===== config.mk =====
export PLATFORM = sky130hd
export DESIGN_NAME = ppc_ebi_bridge_flat
export DESIGN_NICKNAME = d
export VERILOG_FILES = /design/src/rtl/ppc_ebi_bridge_if.sv /design/src/rtl/ppc_ebi_bridge.sv /design/src/flat_wrapper.sv
export SDC_FILE = /design/constraint.sdc
export NUM_CORES = 1
export LEC_CHECK = 0
export ABC_AREA = 1
export CORE_MARGIN = 2
export CORE_UTILIZATION = 44
export DETAILED_ROUTE_END_ITERATION = 7
export DONT_BUFFER_PORTS = 1
export GPL_TIMING_DRIVEN = 0
export PLACE_DENSITY = 0.58
export SLEW_MARGIN = 20
export SYNTH_ARGS = -nofsm -noshare
export SYNTH_HDL_FRONTEND = slang
export SYNTH_SLANG_ARGS = --single-unit

===== constraint.sdc =====
create_clock -name clk -period 2.05 [get_ports clk]
set_input_delay 0.41 -clock clk [delete_from_list [all_inputs] [get_ports clk]]
set_output_delay 0.41 -clock clk [all_outputs]
set_load 0.01 [all_outputs]

===== src/rtl/ppc_ebi_bridge_if.sv =====
// EBI pin-side bundle of the PowerPC bridge: strobes, address and data lines.
// The processor drives the master side; the bridge sits on the slave side.
interface ppc_ebi_bridge_if #(
  parameter int ADDR_W = 24,
  parameter int DATA_W = 32,
  parameter int BE_W   = 4
);
  logic              cs_n;
  logic              oe_n;
  logic [BE_W-1:0]   we_n;
  logic              rd_wr;
  logic [ADDR_W-1:0] ebi_addr;
  logic [DATA_W-1:0] ebi_wdata;
  logic [DATA_W-1:0] ebi_rdata;
  logic              ebi_rdata_oe;

  modport master (
    output cs_n, oe_n, we_n, rd_wr, ebi_addr, ebi_wdata,
    input  ebi_rdata, ebi_rdata_oe
  );

  modport slave (
    input  cs_n, oe_n, we_n, rd_wr, ebi_addr, ebi_wdata,
    output ebi_rdata, ebi_rdata_oe
  );
endinterface


===== src/rtl/ppc_ebi_bridge.sv =====
// PowerPC EBI slave bridge: synchronises bus strobes, decodes an address window and
// issues one single-cycle read/write request per chip-select period to the back end.
module ppc_ebi_bridge #(
  parameter int                ADDR_W      = 24,
  parameter int                DATA_W      = 32,
  parameter int                BE_W        = 4,
  parameter int                SYNC_STAGES = 2,
  parameter logic [ADDR_W-3:0] WIN_MASK    = 22'h002000,
  parameter logic [ADDR_W-3:0] WIN_MATCH   = 22'h000000,
  parameter int                TIMEOUT     = 16
) (
  input  logic                clk,
  input  logic                rst,
  ppc_ebi_bridge_if.slave     ebi,
  output logic [ADDR_W-3:0]   addr,
  output logic [DATA_W-1:0]   wdata,
  output logic [BE_W-1:0]     be,
  output logic                re_o,
  output logic                we_o,
  input  logic [DATA_W-1:0]   rdata_i,
  input  logic                rvalid_i,
  output logic                err_o
);
  localparam int SW    = BE_W + 3;
  localparam int AW    = ADDR_W - 2;
  localparam int CNT_W = $clog2(TIMEOUT + 1);

  typedef enum logic [1:0] {IDLE, RWAIT, DONE} state_t;

  // Strobes packed as {rd_wr, we_n, oe_n, cs_n}; all-ones is the idle bus.
  logic [SW-1:0] sync_in;
  logic [SW-1:0] sync_reg [SYNC_STAGES];

  assign sync_in = {ebi.rd_wr, ebi.we_n, ebi.oe_n, ebi.cs_n};

  generate
    for (genvar gi = 0; gi < SYNC_STAGES; gi++) begin : g_sync
      if (gi == 0) begin : g_first
        always_ff @(posedge clk) begin
          if (rst) sync_reg[gi] <= '1;
          else     sync_reg[gi] <= sync_in;
        end
      end else begin : g_chain
        always_ff @(posedge clk) begin
          if (rst) sync_reg[gi] <= '1;
          else     sync_reg[gi] <= sync_reg[gi-1];
        end
      end
    end
  endgenerate

  logic            cs_s, oe_s, rd_wr_s;
  logic [BE_W-1:0] we_s;
  logic            wr_c, rd_c, hit;
  logic [AW-1:0]   word_addr;

  assign cs_s      = sync_reg[SYNC_STAGES-1][0];
  assign oe_s      = sync_reg[SYNC_STAGES-1][1];
  assign we_s      = sync_reg[SYNC_STAGES-1][BE_W+1:2];
  assign rd_wr_s   = sync_reg[SYNC_STAGES-1][SW-1];
  assign wr_c      = ~cs_s & ~rd_wr_s & (we_s != '1);
  assign rd_c      = ~cs_s & rd_wr_s & (we_s == '1);
  // Address and write data are assumed stable once the synced strobes qualify them.
  assign word_addr = ebi.ebi_addr[ADDR_W-1:2];
  assign hit       = (word_addr & WIN_MASK) == WIN_MATCH;

  state_t            state_reg, state_next;
  logic [CNT_W-1:0]  cnt_reg, cnt_next;
  logic [AW-1:0]     addr_reg, addr_next;
  logic [DATA_W-1:0] wdata_reg, wdata_next;
  logic [BE_W-1:0]   be_reg, be_next;
  logic              re_reg, re_next;
  logic              we_reg, we_next;
  logic              err_reg, err_next;
  logic              rd_ok_reg, rd_ok_next;
  logic [DATA_W-1:0] rdata_reg, rdata_next;
  logic              rdata_oe_reg, rdata_oe_next;

  always_ff @(posedge clk) begin
    if (rst) begin
      state_reg    <= IDLE;
      cnt_reg      <= '0;
      addr_reg     <= '0;
      wdata_reg    <= '0;
      be_reg       <= '0;
      re_reg       <= 1'b0;
      we_reg       <= 1'b0;
      err_reg      <= 1'b0;
      rd_ok_reg    <= 1'b0;
      rdata_reg    <= '0;
      rdata_oe_reg <= 1'b0;
    end else begin
      state_reg    <= state_next;
      cnt_reg      <= cnt_next;
      addr_reg     <= addr_next;
      wdata_reg    <= wdata_next;
      be_reg       <= be_next;
      re_reg       <= re_next;
      we_reg       <= we_next;
      err_reg      <= err_next;
      rd_ok_reg    <= rd_ok_next;
      rdata_reg    <= rdata_next;
      rdata_oe_reg <= rdata_oe_next;
    end
  end

  always_comb begin
    state_next    = state_reg;
    cnt_next      = cnt_reg;
    addr_next     = addr_reg;
    wdata_next    = wdata_reg;
    be_next       = be_reg;
    re_next       = 1'b0;
    we_next       = 1'b0;
    err_next      = 1'b0;
    rd_ok_next    = rd_ok_reg;
    rdata_next    = rdata_reg;
    rdata_oe_next = rd_ok_reg & ~oe_s & ~cs_s;

    case (state_reg)
      IDLE: begin
        if (wr_c) begin
          if (hit) begin
            addr_next  = word_addr;
            wdata_next = ebi.ebi_wdata;
            be_next    = ~we_s;
            we_next    = 1'b1;
          end
          state_next = DONE;
        end else if (rd_c) begin
          if (hit) begin
            addr_next  = word_addr;
            re_next    = 1'b1;
            cnt_next   = '0;
            state_next = RWAIT;
          end else begin
            state_next = DONE;
          end
        end
      end
      RWAIT: begin
        // Bus abort wins over a late rvalid_i or timeout in the same cycle.
        if (cs_s) begin
          err_next   = 1'b1;
          state_next = IDLE;
        end else if (rvalid_i) begin
          rdata_next = rdata_i;
          rd_ok_next = 1'b1;
          state_next = DONE;
        end else if (cnt_reg == CNT_W'(TIMEOUT - 1)) begin
          rdata_next = '1;
          rd_ok_next = 1'b1;
          err_next   = 1'b1;
          state_next = DONE;
        end else begin
          cnt_next = cnt_reg + 1'b1;
        end
      end
      DONE: begin
        // Hold here until chip select drops so a long cycle yields only one request.
        if (cs_s) begin
          rd_ok_next = 1'b0;
          state_next = IDLE;
        end
      end
      default: state_next = IDLE;
    endcase
  end

  assign addr             = addr_reg;
  assign wdata            = wdata_reg;
  assign be               = be_reg;
  assign re_o             = re_reg;
  assign we_o             = we_reg;
  assign err_o            = err_reg;
  assign ebi.ebi_rdata    = rdata_reg;
  assign ebi.ebi_rdata_oe = rdata_oe_reg;
endmodule


===== src/flat_wrapper.sv =====
// flat-port wrapper written by rule: the top's interface ports become plain ports
module ppc_ebi_bridge_flat 
#(
  parameter int                ADDR_W      = 24,
  parameter int                DATA_W      = 32,
  parameter int                BE_W        = 4,
  parameter int                SYNC_STAGES = 2,
  parameter logic [ADDR_W-3:0] WIN_MASK    = 22'h002000,
  parameter logic [ADDR_W-3:0] WIN_MATCH   = 22'h000000,
  parameter int                TIMEOUT     = 16
)
  (clk, rst, addr, wdata, be, re_o, we_o, rdata_i, rvalid_i, err_o, ebi_cs_n, ebi_oe_n, ebi_we_n, ebi_rd_wr, ebi_ebi_addr, ebi_ebi_wdata, ebi_ebi_rdata, ebi_ebi_rdata_oe);
  ppc_ebi_bridge_if #(.ADDR_W(ADDR_W), .DATA_W(DATA_W), .BE_W(BE_W)) ebi_i ();
  input  logic clk;
  input  logic rst;
  output logic [ADDR_W-3:0] addr;
  output logic [DATA_W-1:0] wdata;
  output logic [BE_W-1:0] be;
  output logic re_o;
  output logic we_o;
  input  logic [DATA_W-1:0] rdata_i;
  input  logic rvalid_i;
  output logic err_o;
  input wire logic [$bits(ebi_i.cs_n)-1:0] ebi_cs_n;
  input wire logic [$bits(ebi_i.oe_n)-1:0] ebi_oe_n;
  input wire logic [$bits(ebi_i.we_n)-1:0] ebi_we_n;
  input wire logic [$bits(ebi_i.rd_wr)-1:0] ebi_rd_wr;
  input wire logic [$bits(ebi_i.ebi_addr)-1:0] ebi_ebi_addr;
  input wire logic [$bits(ebi_i.ebi_wdata)-1:0] ebi_ebi_wdata;
  output wire logic [$bits(ebi_i.ebi_rdata)-1:0] ebi_ebi_rdata;
  output wire logic [$bits(ebi_i.ebi_rdata_oe)-1:0] ebi_ebi_rdata_oe;
  assign ebi_i.cs_n = ebi_cs_n;
  assign ebi_i.oe_n = ebi_oe_n;
  assign ebi_i.we_n = ebi_we_n;
  assign ebi_i.rd_wr = ebi_rd_wr;
  assign ebi_i.ebi_addr = ebi_ebi_addr;
  assign ebi_i.ebi_wdata = ebi_ebi_wdata;
  assign ebi_ebi_rdata = ebi_i.ebi_rdata;
  assign ebi_ebi_rdata_oe = ebi_i.ebi_rdata_oe;
  ppc_ebi_bridge #(.ADDR_W(ADDR_W), .DATA_W(DATA_W), .BE_W(BE_W), .SYNC_STAGES(SYNC_STAGES), .WIN_MASK(WIN_MASK), .WIN_MATCH(WIN_MATCH), .TIMEOUT(TIMEOUT)) u_core (.clk(clk), .rst(rst), .ebi(ebi_i), .addr(addr), .wdata(wdata), .be(be), .re_o(re_o), .we_o(we_o), .rdata_i(rdata_i), .rvalid_i(rvalid_i), .err_o(err_o));
endmodule

==> metrics.txt, run 1 <==
DRT Pass-1 Iters=4; Final HPWL DP=7.57 mm; Worst-Margin Slew=0.545 ns; filler instances=926; number of hold violations in the final report=0; row count=36; maximum resistive drop on vdd=a little under 0.6 mV; adder-cell share of the synthesized area=0.0174; DRC violation count after routing=0; top post-synthesis cells by count=sky130_fd_sc_hd__dfxtp_1, sky130_fd_sc_hd__a21oi_1, sky130_fd_sc_hd__nor3_1; dominant combinational cell family by area after synthesis=simple AND/OR/NAND/NOR gates; max-slew violation total from the final report=0; synth warn=0; overall track demand over capacity in global routing=0.190; area of the core=between 9000 and 10000 sq um; NumNets Final=664; total instance count after detailed placement=approximately 670; class of the tightest hold or removal check=in2reg; areal power density over the cells=1200 nW/um^2; via count of the first global-routing pass=3294; wire length reported by the detailed router=10.4 mm; number of synthesized flops with an enable pin=0; nature of the critical path endpoint=flip-flop; Final Cell Area=around 5200 sq um; post-placement cell area=4490 sq um; total design power=6.24 mW; Async S/R FF share, synth=0; Compound-Gate Fraction of Synth Area=0.156; critical path, cell by cell=ha_1 > nand2_1 > nor2_1 > ha_1 > nor2_1 > inv_1 > clkbuf_2 > a21oi_1 > nor3_1; number of synthesized register bits=between 100 and 150; global placement routability congestion=0.811; instance count of the mapped netlist=534; via total after detailed routing=3566; number of antenna violations at the first check in global routing=0; PnR worst setup slack=about 0.26 ns; accumulated negative setup slack=0 ns; kind of cell adding the most delay to the critical path=simple AND/OR/NAND/NOR gates; horizontal die dimension=slightly above 100 um; CP Max Fanout=10; ports placed on the boundary=192; Layout area overhead=20.4%; area leader, netlist=sky130_fd_sc_hd__dfxtp_1; count of buffering cells on the critical path with inverters included=2; Net Count, Synth=638; average routed wire per standard cell=14.7 um; share of layout cells above drive strength 1=0.122; count of inserted antenna diode cells=0; post-CTS clock slew at the launch and capture registers of the worst setup and hold paths=about 0.060 ns; largest clock skew in the final design=0.00869 ns; Final period util=0.875; max-capacitance violation count=0; top cell type's share of synthesized area=0.532; sinks on the clock net=115; worst relative slew slack=0.637; aggregate global routing overflow=0; Tmin final=1.79 ns; Static Leak=1.88 nW; run status=complete, no violations; number of buffers created by CTS=17; area fraction in and, or, nand and nor cells after synthesis=0.208; peak clock frequency supported by timing=557 MHz; sequential-to-total area share from yosys stat=0.532; Critical Path Source Type=flip-flop; effective utilization at floorplan=0.449; Setup violations, final=0; post-synthesis area per instance=8.10 sq um; most instantiated library cell after synthesis=sky130_fd_sc_hd__dfxtp_1; maximum clock insertion buffer count=2; CP max-delay cell=sky130_fd_sc_hd__dfxtp_1; residual antenna-violating net count after detailed routing=0; DIE AREA=approximately 11000 sq um; multiplexer area fraction after synthesis=0; clock tree from TritonCTS=built; number of distinct library cells after synthesis=25; clock root buffer master=sky130_fd_sc_hd__clkbuf_8; final non-filler cell total=706; Worst Setup Slack post-DPL=around 0.15 ns; Port Buf Inserts=0; biggest area contributors in the synthesized netlist=sky130_fd_sc_hd__dfxtp_1, sky130_fd_sc_hd__a21oi_1, sky130_fd_sc_hd__nor3_1; largest net degree at the start of global routing=17; type of the worst setup path=reg2reg; vertical die dimension=around 100 um; post-detailed-route via-to-cell ratio=just over 5; Initial DRC Count=225; synthesized cell area=4330 sq um; required arrival time at the worst endpoint=2.46 ns; slowest stage delay, CP=0.37 ns; CP Data Arrival Time=2.20 ns; RSZ-0062 raised after global routing=no; worst skew pair latency=0.50 ns; wire length of the first global-routing pass=15.7 mm; most common flop cell mapped by yosys=sky130_fd_sc_hd__dfxtp_1; H-Tree Depth=4; XOR/XNOR Fraction of Synth Area=0
-- per-stage QoR --
step                utilization  hold slack (ns)
floorplan                     -            0.368
global placement          0.466            0.388
detailed placement        0.466            0.391
CTS                       0.540           0.0222
global route              0.540           0.0213
finish                    0.540           0.0426
-- routing by layer --
layer	global-route usage	vias to the layer above	wire length, um
met5	0	-	0
met4	0.0607	0	36
met3	0.0976	2	1070
met2	0.311	137	5030
met1	0.216	1598	4260
li1	-	1829	-
-- power breakdown --
part / switching [mW] / internal, mW
Sequential: 0.0811 / 2.35
Combinational: 0.431 / 0.236
Clock: 1.01 / 2.13
Total: 1.52 / 4.71
-- kinds of logic after synthesis --
family                   after synthesis
buffers and inverters                 89
other                                  1
AO/OA/AOI/OAI                        134
flip-flops                           115
AND/OR/NAND/NOR                      189
adder cells (fa/ha/maj)                6
-- final timing paths --
check,cells past startpoint,end,slack (ns),startpoint
min reg2reg,1,u_core.ebi.ebi_rdata_oe,0.40,u_core.sync_reg[1][1]
max,9,u_core.ebi.ebi_rdata[31],0.26,u_core.cnt_reg[0]
max reg2reg,9,u_core.ebi.ebi_rdata[31],0.26,u_core.cnt_reg[0]
min,2,u_core.addr[9],0.04,ebi_ebi_addr[11]
-- repair_timing --
item,in CTS,in global routing
buffers inserted,0,0
endpoints found under the hold margin,7,0
resized for setup,0,7
hold buffers,7,0
setup endpoints to repair,0,29
-- placed cells by master, fill, tap and decap left out, types with 3 or more instances in the layout --
cell type | synthesis | routed
sky130_fd_sc_hd__inv_2 | 3 | 3
sky130_fd_sc_hd__clkbuf_16 | 0 | 16
sky130_fd_sc_hd__a21oi_1 | 97 | 97
sky130_fd_sc_hd__buf_2 | 8 | 8
sky130_fd_sc_hd__bufinv_16 | 0 | 5
sky130_fd_sc_hd__inv_1 | 47 | 47
sky130_fd_sc_hd__clkbuf_1 | 24 | 22
sky130_fd_sc_hd__dfxtp_1 | 115 | 115
sky130_fd_sc_hd__nand3_1 | 24 | 24
sky130_fd_sc_hd__o21ai_0 | 34 | 34
sky130_fd_sc_hd__nand2_1 | 51 | 50
sky130_fd_sc_hd__or2_2 | 14 | 14
sky130_fd_sc_hd__clkinv_2 | 0 | 3
sky130_fd_sc_hd__nor3_1 | 64 | 64
sky130_fd_sc_hd__dlygate4sd3_1 | 0 | 7
sky130_fd_sc_hd__clkbuf_2 | 0 | 3
sky130_fd_sc_hd__ha_1 | 6 | 6
sky130_fd_sc_hd__nor2_1 | 23 | 23
sky130_fd_sc_hd__or2_0 | 4 | 4
sky130_fd_sc_hd__buf_4 | 6 | 6
-- cell type report --
cell class	instances	area (sq um)	area share
Tap cell	133	166	0.0320
Sequential cell	115	2300	0.442
Buffer	39	190	0.0365
Clock buffer	19	432	0.0829
Inverter	50	188	0.0360
Multi-Input combinational cell	330	1650	0.317
Timing Repair Buffer	7	70.1	0.0135
Clock inverter	13	206	0.0396
Note: power is estimated with default switching activity, not from simulation.
==> run 2, diff against run 1 <==
Settings changed: CAP_MARGIN set to 10.
==> results of run 2 <==
Same layout as run 1: the final DEF is identical, and so are final timing and power.
==> run 3, diff against run 2 <==
Settings changed: RECOVER_POWER set to 25.
==> results of run 3 <==
Same layout as run 1: the final DEF is identical, and so are final timing and power.
